**config.mk**
```make
export PLATFORM = sky130hd
export DESIGN_NAME = dec_scan_seq
export DESIGN_NICKNAME = d
export VERILOG_FILES = /design/src/rtl/dec_scan_seq.sv
export SDC_FILE = /design/constraint.sdc
export NUM_CORES = 1
export LEC_CHECK = 0
export CELL_PAD_IN_SITES_DETAIL_PLACEMENT = 1
export CELL_PAD_IN_SITES_GLOBAL_PLACEMENT = 1
export CORE_ASPECT_RATIO = 0.75
export CORE_UTILIZATION = 25
export DETAILED_ROUTE_END_ITERATION = 10
export GPL_TIMING_DRIVEN = 1
export HOLD_SLACK_MARGIN = 0.15
export PLACE_DENSITY = 0.57
export REMOVE_ABC_BUFFERS = 1
export SLEW_MARGIN = 40
export SYNTH_ARGS = -nofsm -noshare
export SYNTH_HDL_FRONTEND = slang
export SYNTH_SLANG_ARGS = --single-unit
```
**constraint.sdc**
```tcl
create_clock -name clk -period 2.05 [get_ports clk]
set_clock_uncertainty 0.05 [all_clocks]
set_input_delay 0.41 -clock clk [delete_from_list [all_inputs] [get_ports clk]]
set_output_delay 0.41 -clock clk [all_outputs]
set_load 0.01 [all_outputs]
```
**src/rtl/dec_scan_seq.sv**
```systemverilog
// Select/enable sequencer feeding the 3-to-8 decoder: auto-scan with a
// programmable dwell, or one step per req/ack handshake.
module dec_scan_seq #(
  parameter int SEL_W   = 3,
  parameter int DWELL_W = 8
) (
  input  logic               clk,
  input  logic               rst,
  input  logic               start,
  input  logic               stop,
  input  logic               mode,
  input  logic               dir,
  input  logic [DWELL_W-1:0] dwell,
  input  logic               load,
  input  logic [SEL_W-1:0]   load_val,
  input  logic               step_req,
  output logic               step_ack,
  output logic [SEL_W-1:0]   w,
  output logic               en,
  output logic               wrap,
  output logic               busy
);

  typedef enum logic [1:0] {IDLE, RUN, STEP} state_t;

  localparam logic [SEL_W-1:0] W_MAX = '1;

  state_t             state, state_next;
  logic [DWELL_W-1:0] dwell_cnt, cnt_next, dwell_last;
  logic [SEL_W-1:0]   w_next;
  logic               ack_next, wrap_next, advance;

  // Per-state advance decision first, then stop > load > advance override.
  always_comb begin
    dwell_last = (dwell == '0) ? '0 : dwell - DWELL_W'(1);
    state_next = state;
    w_next     = w;
    cnt_next   = dwell_cnt;
    ack_next   = step_ack;
    wrap_next  = 1'b0;
    advance    = 1'b0;

    case (state)
      IDLE: begin
        ack_next = 1'b0;
        if (start) state_next = mode ? STEP : RUN;
      end
      RUN: begin
        ack_next = 1'b0;
        if (dwell_cnt >= dwell_last) begin
          advance  = 1'b1;
          cnt_next = '0;
        end else begin
          cnt_next = dwell_cnt + DWELL_W'(1);
        end
      end
      STEP: begin
        // A high ack marks a request already served, so holding req never repeats.
        ack_next = step_req;
        advance  = step_req & ~step_ack;
      end
      default: state_next = IDLE;
    endcase

    if (stop) begin
      state_next = IDLE;
      ack_next   = 1'b0;
      cnt_next   = '0;
    end else if (load) begin
      w_next   = load_val;
      cnt_next = '0;
    end else if (advance) begin
      w_next    = dir ? w - SEL_W'(1) : w + SEL_W'(1);
      wrap_next = dir ? (w == '0) : (w == W_MAX);
    end
  end

  always_ff @(posedge clk or posedge rst) begin
    if (rst) begin
      state     <= IDLE;
      w         <= '0;
      dwell_cnt <= '0;
      step_ack  <= 1'b0;
      wrap      <= 1'b0;
      en        <= 1'b0;
      busy      <= 1'b0;
    end else begin
      state     <= state_next;
      w         <= w_next;
      dwell_cnt <= cnt_next;
      step_ack  <= ack_next;
      wrap      <= wrap_next;
      en        <= (state_next != IDLE);
      busy      <= (state_next != IDLE);
    end
  end

endmodule

```
Word level (Yosys, flattened, before mapping)
Cells that the tools add are included.
{"block": "totals", "register_bits": 16, "output_inout_bits": 7, "word_cells": 47}
{"block": "classes", "add_sub_neg": 4, "order_cmp": 1, "eq_ne": 3, "muxes": 20, "bitwise": 3, "reduce_logical": 10}
{"operator": "8-bit two-way mux", "count": 5}
{"operator": "3-bit two-way mux", "count": 3}
{"operator": "8-bit by 1-bit adder with 8-bit output (second input constant)", "count": 1}
{"operator": "8-bit >= comparator", "count": 1}
{"operator": "8-bit zero test", "count": 1}
{"operator": "8-bit by 1-bit subtractor with 8-bit output (second input constant)", "count": 1}
{"operator": "1-bit two-way mux", "count": 6}
{"operator": "2-bit two-way mux", "count": 3}
{"operator": "3-bit nonzero test", "count": 2}
{"operator": "1-bit one-hot mux with 2 select lines", "count": 2}
{"operator": "2-bit one-hot mux with 2 select lines", "count": 1}
{"operator": "2-bit nonzero test", "count": 2}
{"operator": "2-bit OR reduction", "count": 2}
{"operator": "3-bit by 1-bit adder with 3-bit output (second input constant)", "count": 1}
{"operator": "3-bit equality test (second input constant)", "count": 1}
{"operator": "3-bit zero test", "count": 1}
{"operator": "3-bit by 1-bit subtractor with 3-bit output (second input constant)", "count": 1}
{"operator": "2-bit by 1-bit equality test with 1-bit output (second input constant)", "count": 1}
{"operator": "2-bit equality test (second input constant)", "count": 1}
{"operator": "2-bit zero test", "count": 1}
{"operator": "1-bit NOT", "count": 2}
{"operator": "2-bit AND reduction", "count": 1}
{"operator": "1-bit bitwise AND", "count": 1}

Longest topological paths before layout
Gate-level depths: netlist of run 1.
{"block": "logic_depth", "ltp_word": 8, "mapped_depth": 12}

Worst setup path before layout of run 1
No wires, ideal clock.
{"block": "synth_path", "path_kind": "input to register", "start": "input dwell[0]", "end": "register dwell_cnt[4]", "setup_ns": 0.121, "arrival_time_ns": 2.665, "required_ns": 1.879, "path_slack_ns": -0.786, "path_stages": 12, "n_path_buf": 0, "path_cell_list": "inv_1 > ha_1 > nor2b_1 > nand3b_1 > or3_1 > and2_1 > ha_1 > nand2b_1 > a31oi_2 > o221a_4 > a31o_2 > a22o_1"}
{"block": "synth_between", "elab_chain_cells": 7}
{"item": "start: declaration", "line": "13", "source": "input logic [DWELL_W-1:0] dwell,"}
{"item": "8-bit by 1-bit subtractor with 8-bit output or 8-bit zero test (tied branches)", "line": "35", "source": "dwell_last = (dwell == '0) ? '0 : dwell - DWELL_W'(1);"}
{"item": "8-bit two-way mux (*)", "line": "35"}
{"item": "8-bit >= comparator (*)", "line": "50", "source": "if (dwell_cnt >= dwell_last) begin"}
{"item": "8-bit two-way mux (*)", "line": "50"}
{"item": "8-bit two-way mux (*)", "line": "43", "source": "case (state)"}
{"item": "8-bit two-way mux (*)", "line": "69", "source": "end else if (load) begin"}
{"item": "8-bit two-way mux (*)", "line": "65", "source": "if (stop) begin"}
{"item": "end signal: assignment", "line": "90", "source": "dwell_cnt <= cnt_next;"}
{"item": "end: declaration", "line": "29", "source": "logic [DWELL_W-1:0] dwell_cnt, cnt_next, dwell_last;"}
Every way passes the cells marked *; elsewhere a longest branch is shown, timed or not. The select of a mux whose other input is x is not followed.
A chain may end at the register's enable or synchronous reset.

Final worst setup path of run 1
{"block": "layout_path", "start": "input dwell[0]", "end": "register dwell_cnt[3]"}
Same word-level chain as after synthesis.

==> results of run 1 <==
flip-flops by register name, indices dropped and copies added (netlist names):
signal,count
dwell_cnt,8
w,3
state,2
busy,1
step_ack,1
wrap,1
power by group through the flow:
| stage | sequential [W] | combinational [W] | clock (W) |
|---|---|---|---|
| floorplan | 0.000364 | 0.000133 | 0 |
| global placement | 0.000360 | 0.000273 | 0 |
| detailed placement | 0.000362 | 0.000281 | 0 |
| CTS | 0.000358 | 0.000326 | 0.000296 |
| global route | 0.000361 | 0.000376 | 0.000318 |
| finish | 0.000357 | 0.000348 | 0.000292 |
worst paths after layout:
kind,end,slack [ns],from
setup / recovery,dwell_cnt[3],-0.59,dwell[0]
hold / removal,step_ack,0.41,rst
setup reg to reg,w[2],0,state[0]
hold reg to reg,dwell_cnt[7],0.54,dwell_cnt[7]
max in group asynchronous,dwell_cnt[6],1.33,rst
min in group clk,dwell_cnt[7],0.54,dwell_cnt[7]
kinds of logic after synthesis:
kind of cell	count (synthesis)	share of synthesized area
multiplexers	1	0.007605
XOR/XNOR	5	0.03328
flip-flops	16	0.3042
AO/OA/AOI/OAI	38	0.2367
buffers and inverters	14	0.04563
AND/OR/NAND/NOR	60	0.2339
adder cells (fa/ha/maj)	14	0.1388
stage by stage:
stage / total power, W / hold WS (ns) / area, um2
floorplan: 0.0004968 / 0.2737 / 1294
CTS: 0.0009805 / 0.4254 / 2042
global route: 0.001054 / 0.4407 / 2103
finish: 0.0009972 / 0.4134 / 2103
global placement: 0.0006326 / 0.5050 / 1792
detailed placement: 0.0006436 / 0.5155 / 1792
repair_timing:
item,4_1_cts,5_1_grt
resized for setup,52,14
hold buffers,0,0
cloned,1,0
pin swaps,19,10
endpoints found under the setup margin,12,12
endpoints found under the hold margin,0,0
setup buffers,3,2
tightest hold or removal path, delay by kind of cell:
family,cells,cell delay (ns)
buffers and inverters,3,0.68
layout by cell type (no fill, tap or decap), drive strengths merged:
| cell | count |
|---|---|
| nor3 | 5 |
| o21bai | 1 |
| xor2 | 2 |
| a21oi | 8 |
| buf | 28 |
| nand2b | 4 |
| or3 | 1 |
| dlygate4sd2 | 1 |
| clkdlybuf4s50 | 18 |
| o221a | 3 |
| and4 | 1 |
| o311ai | 3 |
| nand2 | 10 |
| o21a | 1 |
| nand3 | 6 |
| clkbuf | 5 |
| ha | 13 |
| nor3b | 1 |
| clkdlybuf4s15 | 2 |
| a22oi | 3 |
| a211o | 1 |
| nor2b | 6 |
| or2 | 4 |
| dfrtp | 16 |
| o21ai | 6 |
| mux2i | 1 |
| fa | 1 |
| a31o | 5 |
| and2 | 1 |
| or4b | 1 |
| a22o | 5 |
| nand3b | 1 |
| inv | 10 |
| and3 | 1 |
| xnor2 | 3 |
| a32oi | 1 |
| dlymetal6s2s | 1 |
| a31oi | 2 |
| nor2 | 18 |
layout make-up:
type	count	area share
multi-input combinational	119	0.5027
timing repair buffer	51	0.2165
sequential	16	0.1904
tap	72	0.04283
clock buffer	4	0.02617
inverter	10	0.02142
layer usage:
layer	track usage	wire, um	vias to the layer above	share of wire
li1	-	-	646	-
met1	0.2311	2159	682	0.48
met5	0	0	-	0
met4	0.01875	4	0	0.00090
met3	0.03567	112	2	0.025
met2	0.2700	2190	17	0.49
==> results.py, run 1 <==
metrics = {
    "setup_path": {
        "crit_family": "compound AO/OA/AOI/OAI gates",
        "reg2reg_depth": 7,
        "setup.worst_path.start_class": "input pin",
        "max_stage_delay_ns": 0.37,
        "path_buf_inv": 2,
        "crit_cells": 13,
        "path_class": "input pin to flop",
        "slowest_stage": "or3_4",
        "required_ns": 2.19,
        "crit_chain": "buf_8 -> inv_6 -> ha_4 -> nor2b_4 -> nand3b_1 -> or3_4 -> o21ai_2 -> ha_1 -> a211o_1 -> a31oi_4 -> o221a_4 -> and3_4 -> a22o_1",
        "cp-end-kind": "flop",
        "crit_fanout": 5,
        "crit_arrival_ns": 2.78,
    },
    "timing": {
        "max_slew_margin": 0.5307,
        "grt_setup_unrepaired": "true",
        "tns_ns": -6.285,
        "timing.final.ws_setup_ns": -0.5860,
        "max_freq_mhz": 379.4,
        "min_period_ns": 2.636,
        "setup_viol": 12,
        "slew_viol_final": 0,
        "fin_crit_sh": 1.286,
        "finalHoldViolCount": 0,
        "worst_pin_slew_ns": 0.6966,
    },
    "synthesis": {
        "syn_inst": 148,
        "ys_ff_latch": 16,
        "synth.largest_area_cell": "dfrtp_1",
        "yosysTopAreaCellShare": 0.3042,
        "synthTopCellsByCount": "nor2_1 (18), dfrtp_1 (16), ha_1 (13)",
        "synth.most_common_cell": "nor2_1",
        "synth_area_per_cell_um2": 8.894,
        "synth.area.top_cells": "dfrtp_1 (30%), ha_1 (12%), nor2_1 (5.1%), o311ai_2 (3.7%), a22o_1 (3.3%)",
        "synth_area_mm2": 0.001316,
        "async_flop_share": 1.000,
        "synth_seq_area_share": 0.3042,
        "ys_warn_count": 0,
        "synth_edf_count": 0,
        "synth_top_flop_cell": "dfrtp_1",
        "synthDistinctLibCells": 41,
    },
    "die": {
        "die-height_um": 64.84,
        "ios": 26,
        "num_rows": 22,
        "initial_core_util": 0.2642,
        "die_w_um": 85.79,
        "die_area_mm2": 0.005562,
        "core_area_mm2": 0.004982,
    },
    "hold_path": {
        "min_path_type": "input pin to asynchronous set/reset pin",
    },
    "drt": {
        "avgViaCountPerCell": 4.952,
        "remaining_drc_errors": 0,
        "dr.pass1.iters": 4,
        "wirelength_um": 4467,
        "drtIter0Drc": 60,
        "wire_per_inst_um": 16.42,
        "num_vias": 1347,
        "antenna_left": 0,
    },
    "pwr": {
        "p_leak_nw": 0.9156,
        "power_density_mw_per_mm2": 474.1,
        "p_clk_frac": 0.293,
        "p_sw_frac": 0.3089,
        "p_int_w": 0.0006892,
        "p_comb_frac": 0.349,
        "ir_worst_vdd_uv": 169.7,
        "pwr-share-seq": 0.358,
        "p_sw_w": 0.0003080,
    },
    "finish": {
        "finalNonFillerCells": 272,
        "antenna_cells": 0,
        "layout-drive-gt1-share": 0.3800,
        "final_core_util": 0.4222,
        "n_fill_cell": 564,
        "multiInputGateArea_mm2": 0.001057,
        "seq_area_um2": 400.4,
        "fin_nets": 234,
        "syn2layout_area_growth_pct": 59.79,
    },
    "flow_run": {
        "cap_violations": 0,
    },
    "cts": {
        "clk_latency_ns": 0.26,
        "htreeDepth": 1,
        "cts-root-buf": "clkbuf_8",
        "cts_max_path_buffers": 2,
        "cts_made_buffers": 3,
        "clk_pin_slew_ns": 0.07,
        "clock-sinks": 16,
        "tritoncts": "yes",
    },
    "placed_design": {
        "dpl.hpwl_um": 3166,
        "pre_cts_ws_ns": -1.337,
        "gp_congestion": 0.7285,
        "dpl.cell_count": 262,
        "portBuffers": 25,
    },
    "global_routing": {
        "grt_max_degree": 17,
        "overflow": 0,
        "grt_pass1_vias": 1427,
        "track_usage": 0.1654,
        "grt_pass1_wl_um": 7051,
        "antenna_found_initial": 0,
    },
    "outcome": {
        "status": "finished with violations",
        "violations": "setup timing",
    },
}
(Power assumes the default switching activity.)
==> run 2: changes to the inputs <==
Settings changed: CORE_MARGIN set to 2, GPL_TIMING_DRIVEN 1 to 0, SKIP_LAST_GASP set to 1.
==> results.py, run 2 (synthesis gave the netlist of run 1 again) <==
metrics = {
    "placed_design": {
        "pre_cts_ws_ns": -1.653,
        "portBuffers": 25,
        "gp_congestion": 0.7199,
        "dpl.hpwl_um": 2927,
        "dpl.cell_count": 241,
    },
    "setup_path": {
        "regToRegSetupSlack_ns": 0.02,
        "path_class": "input pin to flop",
        "cp-end-kind": "flop",
        "reg2reg_depth": 6,
        "crit_fanout": 5,
        "reg2reg_to": "dwell_cnt[5]",
        "required_ns": 2.14,
        "timing.rr.start": "dwell_cnt[5]",
        "setup.worst_path.start_class": "input pin",
        "crit_arrival_ns": 2.79,
    },
    "global_routing": {
        "track_usage": 0.1522,
        "grt_max_degree": 17,
        "grt_pass1_vias": 1356,
        "overflow": 0,
        "grt_pass1_wl_um": 6706,
        "antenna_found_initial": 0,
    },
    "timing": {
        "max_freq_mhz": 371.2,
        "grt_setup_unrepaired": "true",
        "tns_ns": -7.103,
        "finalHoldViolCount": 0,
        "timing.final.ws_setup_ns": -0.6437,
        "worst_pin_slew_ns": 0.6746,
        "fin_crit_sh": 1.314,
        "min_period_ns": 2.694,
        "setup_viol": 12,
        "max_slew_margin": 0.5497,
        "slew_viol_final": 0,
    },
    "finish": {
        "mostFrequentLayoutCells": "clkdlybuf4s50_1 (19), nor2_1 (17), dfrtp_1 (16), buf_4 (13), ha_1 (11)",
        "layout_commonest_cell": "clkdlybuf4s50_1",
        "layout-drive-gt1-share": 0.2903,
        "syn2layout_area_growth_pct": 47.62,
        "antenna_cells": 0,
        "final_core_util": 0.3900,
        "largest_reg_flops": 8,
        "fin_nets": 221,
        "finalNonFillerCells": 258,
        "top_register": "dwell_cnt",
        "reg_top3": "dwell_cnt x8, w x3, state x2",
    },
    "cts": {
        "cts-root-buf": "clkbuf_8",
        "cts_max_path_buffers": 2,
        "holdBufCountCts": 0,
        "clk_latency_ns": 0.25,
        "clock-sinks": 16,
        "cts_made_buffers": 3,
        "htreeDepth": 1,
        "tritoncts": "yes",
        "clk_pin_slew_ns": 0.06,
    },
    "drt": {
        "antenna_left": 0,
        "dr.pass1.iters": 4,
        "drtIter0Drc": 51,
        "remaining_drc_errors": 0,
        "wire_per_inst_um": 15.61,
        "wirelength_um": 4028,
        "avgViaCountPerCell": 4.911,
        "num_vias": 1267,
    },
    "die": {
        "num_rows": 22,
        "initial_core_util": 0.2642,
        "core_area_mm2": 0.004982,
        "die_w_um": 87.79,
        "ios": 26,
        "die_area_mm2": 0.005868,
        "die-height_um": 66.84,
    },
    "pwr": {
        "p_clk_frac": 0.265,
        "p_comb_frac": 0.344,
        "p_leak_nw": 0.8281,
        "pwr-share-seq": 0.390,
        "p_sw_frac": 0.3098,
        "p_sw_w": 0.0002817,
        "p_int_w": 0.0006278,
        "power_density_mw_per_mm2": 468.1,
        "ir_worst_vdd_uv": 180.5,
    },
    "outcome": {
        "violations": "setup timing",
        "status": "finished with violations",
    },
    "flow_run": {
        "cap_violations": 0,
    },
    "hold_path": {
        "min_path_type": "input pin to asynchronous set/reset pin",
    },
}
-- run 2: metal layers --
metal  vias up  wire (um)  GRT usage
met4         0         27    0.04808
met3         2        168    0.02850
met1       630       1873     0.1986
li1        615          -          -
met2        20       1957     0.2538
met5         -          0          0
-- run 2: through the flow --
step	hold slack [ns]	area, um2	total power [W]
floorplan	0.2737	1294	0.0004968
global placement	0.4979	1634	0.0005999
detailed placement	0.5145	1634	0.0006110
CTS	0.5278	1906	0.0009116
global route	0.5610	1943	0.0009708
finish	0.5218	1943	0.0009096
-- run 2: worst max-delay path by stage --
stage	from	end	slack, ns	depth (start not counted)
6_report	dwell[6]	dwell_cnt[5]	-0.64	10
5_1_grt	dwell[0]	dwell_cnt[3]	-0.72	13
4_1_cts	dwell[1]	dwell_cnt[6]	-0.65	13
3_5_place_dp	dwell[0]	dwell_cnt[6]	-1.65	13
3_3_place_gp	dwell[0]	dwell_cnt[3]	-1.55	13
2_1_floorplan	dwell[0]	dwell_cnt[4]	-0.79	12
-- run 2: what timing repair did --
item	CTS	global route
setup buffers	12	1
endpoints found under the setup margin	12	12
gates cloned	1	0
pin swaps	15	4
resized for setup	40	10
-- run 2: power by group through the flow --
stage               Clock (W)  Combinational [W]  Sequential [W]
floorplan                   0           0.000133        0.000364
global placement            0           0.000241        0.000359
detailed placement          0           0.000251        0.000360
CTS                  0.000251           0.000306        0.000355
global route         0.000268           0.000344        0.000359
finish               0.000241           0.000313        0.000355
-- run 2: final cells by class --
cell class                 count  area (um2)
clock buffer                   3       41.29
fill                         563        3039
inverter                      10       42.54
multi-input combinational    119        1020
sequential                    16       400.4
tap                           72       90.09
timing repair buffer          38       349.1
-- run 2: critical path: stages --
cell             delay (ns)
clkdlybuf4s50_1        0.50
or3_4                  0.46
buf_4                  0.16
nand2_1                0.05
ha_1                   0.11
and4_4                 0.24
o21ai_4                0.08
o221a_4                0.33
a31o_2                 0.24
a22o_1                 0.22
==> run 3: changes to the inputs <==
Settings changed: CELL_PAD_IN_SITES_DETAIL_PLACEMENT 1 to unset, CELL_PAD_IN_SITES_GLOBAL_PLACEMENT 1 to unset, CTS_CLUSTER_SIZE set to 40, PLACE_DENSITY 0.57 to 0.46.
==> results.py, run 3 (synthesis gave the netlist of run 1 again) <==
metrics = {
    "setup_path": {
        "reg2reg_depth": 6,
        "worstSetupStartpoint": "dwell[6]",
        "cp-end-kind": "flop",
        "crit_chain": "clkdlybuf4s50_1 -> or3_4 -> o21ai_2 -> ha_1 -> a211o_1 -> a31oi_4 -> o221a_4 -> and3_4 -> a22o_1",
        "reg2reg_to": "dwell_cnt[4]",
        "crit_cells": 9,
        "timing.rr.start": "dwell_cnt[5]",
        "path_buf_inv": 1,
        "setup.worst_path.end": "dwell_cnt[3]",
        "max_stage_delay_ns": 0.47,
        "regToRegSetupSlack_ns": 0.03,
        "setup.worst_path.start_class": "input pin",
        "crit_fanout": 6,
        "path_class": "input pin to flop",
        "required_ns": 2.20,
        "crit_arrival_ns": 2.77,
        "crit_family": "compound AO/OA/AOI/OAI gates",
        "slowest_stage": "clkdlybuf4s50_1",
    },
    "cts": {
        "tritoncts": "yes",
        "htreeDepth": 1,
        "cts_made_buffers": 3,
        "cts_max_path_buffers": 2,
        "holdBufCountCts": 0,
        "clock-sinks": 16,
        "clk_pin_slew_ns": 0.07,
        "cts-root-buf": "clkbuf_8",
        "clk_latency_ns": 0.25,
    },
    "placed_design": {
        "gp_congestion": 0.7817,
        "dpl_cell_area_mm2": 0.001634,
        "pre_cts_ws_ns": -1.526,
        "portBuffers": 25,
        "dpl.hpwl_um": 2435,
    },
    "finish": {
        "seq_area_um2": 400.4,
        "layout_commonest_cell": "clkdlybuf4s50_1",
        "layout-drive-gt1-share": 0.2703,
        "reg_top3": "dwell_cnt x8, w x3, state x2",
        "n_fill_cell": 495,
        "top_register": "dwell_cnt",
        "antenna_cells": 0,
        "largest_reg_flops": 8,
        "multiInputGateArea_um2": 991.0,
        "fin_nets": 219,
        "design_area_mm2": 0.001917,
        "mostFrequentLayoutCells": "clkdlybuf4s50_1 (19), nor2_1 (17), dfrtp_1 (16), ha_1 (11), buf_4 (11)",
        "syn2layout_area_growth_pct": 45.63,
    },
    "global_routing": {
        "grt_pass1_wl_um": 5823,
        "overflow": 0,
        "grt_max_degree": 17,
        "track_usage": 0.1279,
        "grt_pass1_vias": 1197,
        "antenna_found_initial": 0,
    },
    "timing": {
        "worst_pin_slew_ns": 0.6625,
        "min_period_ns": 2.629,
        "slew_viol_final": 0,
        "tns_ns": -6.359,
        "setup_viol": 12,
        "timing.final.ws_setup_ns": -0.5793,
        "fin_crit_sh": 1.283,
        "finalHoldViolCount": 0,
        "max_freq_mhz": 380.3,
        "grt_setup_unrepaired": "true",
        "max_slew_margin": 0.5578,
    },
    "hold_path": {
        "min_path_type": "input pin to asynchronous set/reset pin",
    },
    "outcome": {
        "violations": "setup timing",
        "status": "finished with violations",
    },
    "drt": {
        "remaining_drc_errors": 0,
        "num_vias": 1203,
        "drtIter0Drc": 41,
        "antenna_left": 0,
        "wirelength_um": 3415,
        "avgViaCountPerCell": 4.681,
        "dr.pass1.iters": 4,
        "wire_per_inst_um": 13.29,
    },
    "die": {
        "num_rows": 22,
        "die_area_mm2": 0.005868,
        "ios": 26,
        "initial_core_util": 0.2642,
        "die_w_um": 87.79,
        "core_area_mm2": 0.004982,
        "die-height_um": 66.84,
    },
    "flow_run": {
        "cap_violations": 0,
    },
    "pwr": {
        "ir_worst_vdd_uv": 169.6,
        "p_leak_nw": 0.8123,
        "power_density_mw_per_mm2": 487.3,
    },
}
[run 3: power by group]
group          switching [W]  internal (W)
Sequential         0.0000209      0.000333
Combinational       0.000137      0.000158
Clock               0.000115      0.000171
Total               0.000272      0.000662
[run 3: worst min-delay path by stage]
stage	to	from	slack, ns	cells after the start
5_1_grt	w[0]	w[0]	0.54	1
6_report	dwell_cnt[3]	rst	0.50	2
3_5_place_dp	dwell_cnt[7]	dwell_cnt[7]	0.52	2
3_3_place_gp	dwell_cnt[7]	dwell_cnt[7]	0.51	2
4_1_cts	w[0]	w[0]	0.52	1
2_1_floorplan	busy	rst	0.27	1
[run 3: what timing repair did]
action                     4_1_cts  5_1_grt
setup endpoints to repair       12       12
hold endpoints to repair         0        0
setup buffers                   10        1
cloned                           1        0
pin swaps                       18        8
resized for setup               38        8
[run 3: through the flow]
step / hold slack [ns] / total power, W / std cells / util
CTS: 0.5237 / 0.0009321 / 256 / 0.3782
floorplan: 0.2737 / 0.0004968 / 144 / -
detailed placement: 0.5160 / 0.0006035 / 241 / 0.3280
global placement: 0.5123 / 0.0006008 / 241 / 0.3280
finish: 0.5048 / 0.0009340 / 257 / 0.3847
global route: 0.5402 / 0.0009902 / 257 / 0.3847
[run 3: layout make-up]
type	instances	share of cell area
inverters	10	0.02350
repair buffers	36	0.1749
multi-input cells	119	0.5170
well taps	72	0.04700
clock buffers	4	0.02872
flip-flops and latches	16	0.2089
[run 3: metal layers]
metal / global-route usage / vias up / routed length (um)
met4: 0.02885 / 0 / 0
met2: 0.1866 / 14 / 1606
met5: 0 / - / 0
li1: - / 613 / -
met1: 0.1890 / 576 / 1728
met3: 0.02974 / 0 / 80
[run 3: worst register-to-register path, stage by stage (launching register included)]
cell     delay, ns
dfrtp_1       0.44
ha_1          0.33
and4_1        0.19
o21ai_1       0.11
o221a_4       0.34
a31o_4        0.24
a22o_1        0.21
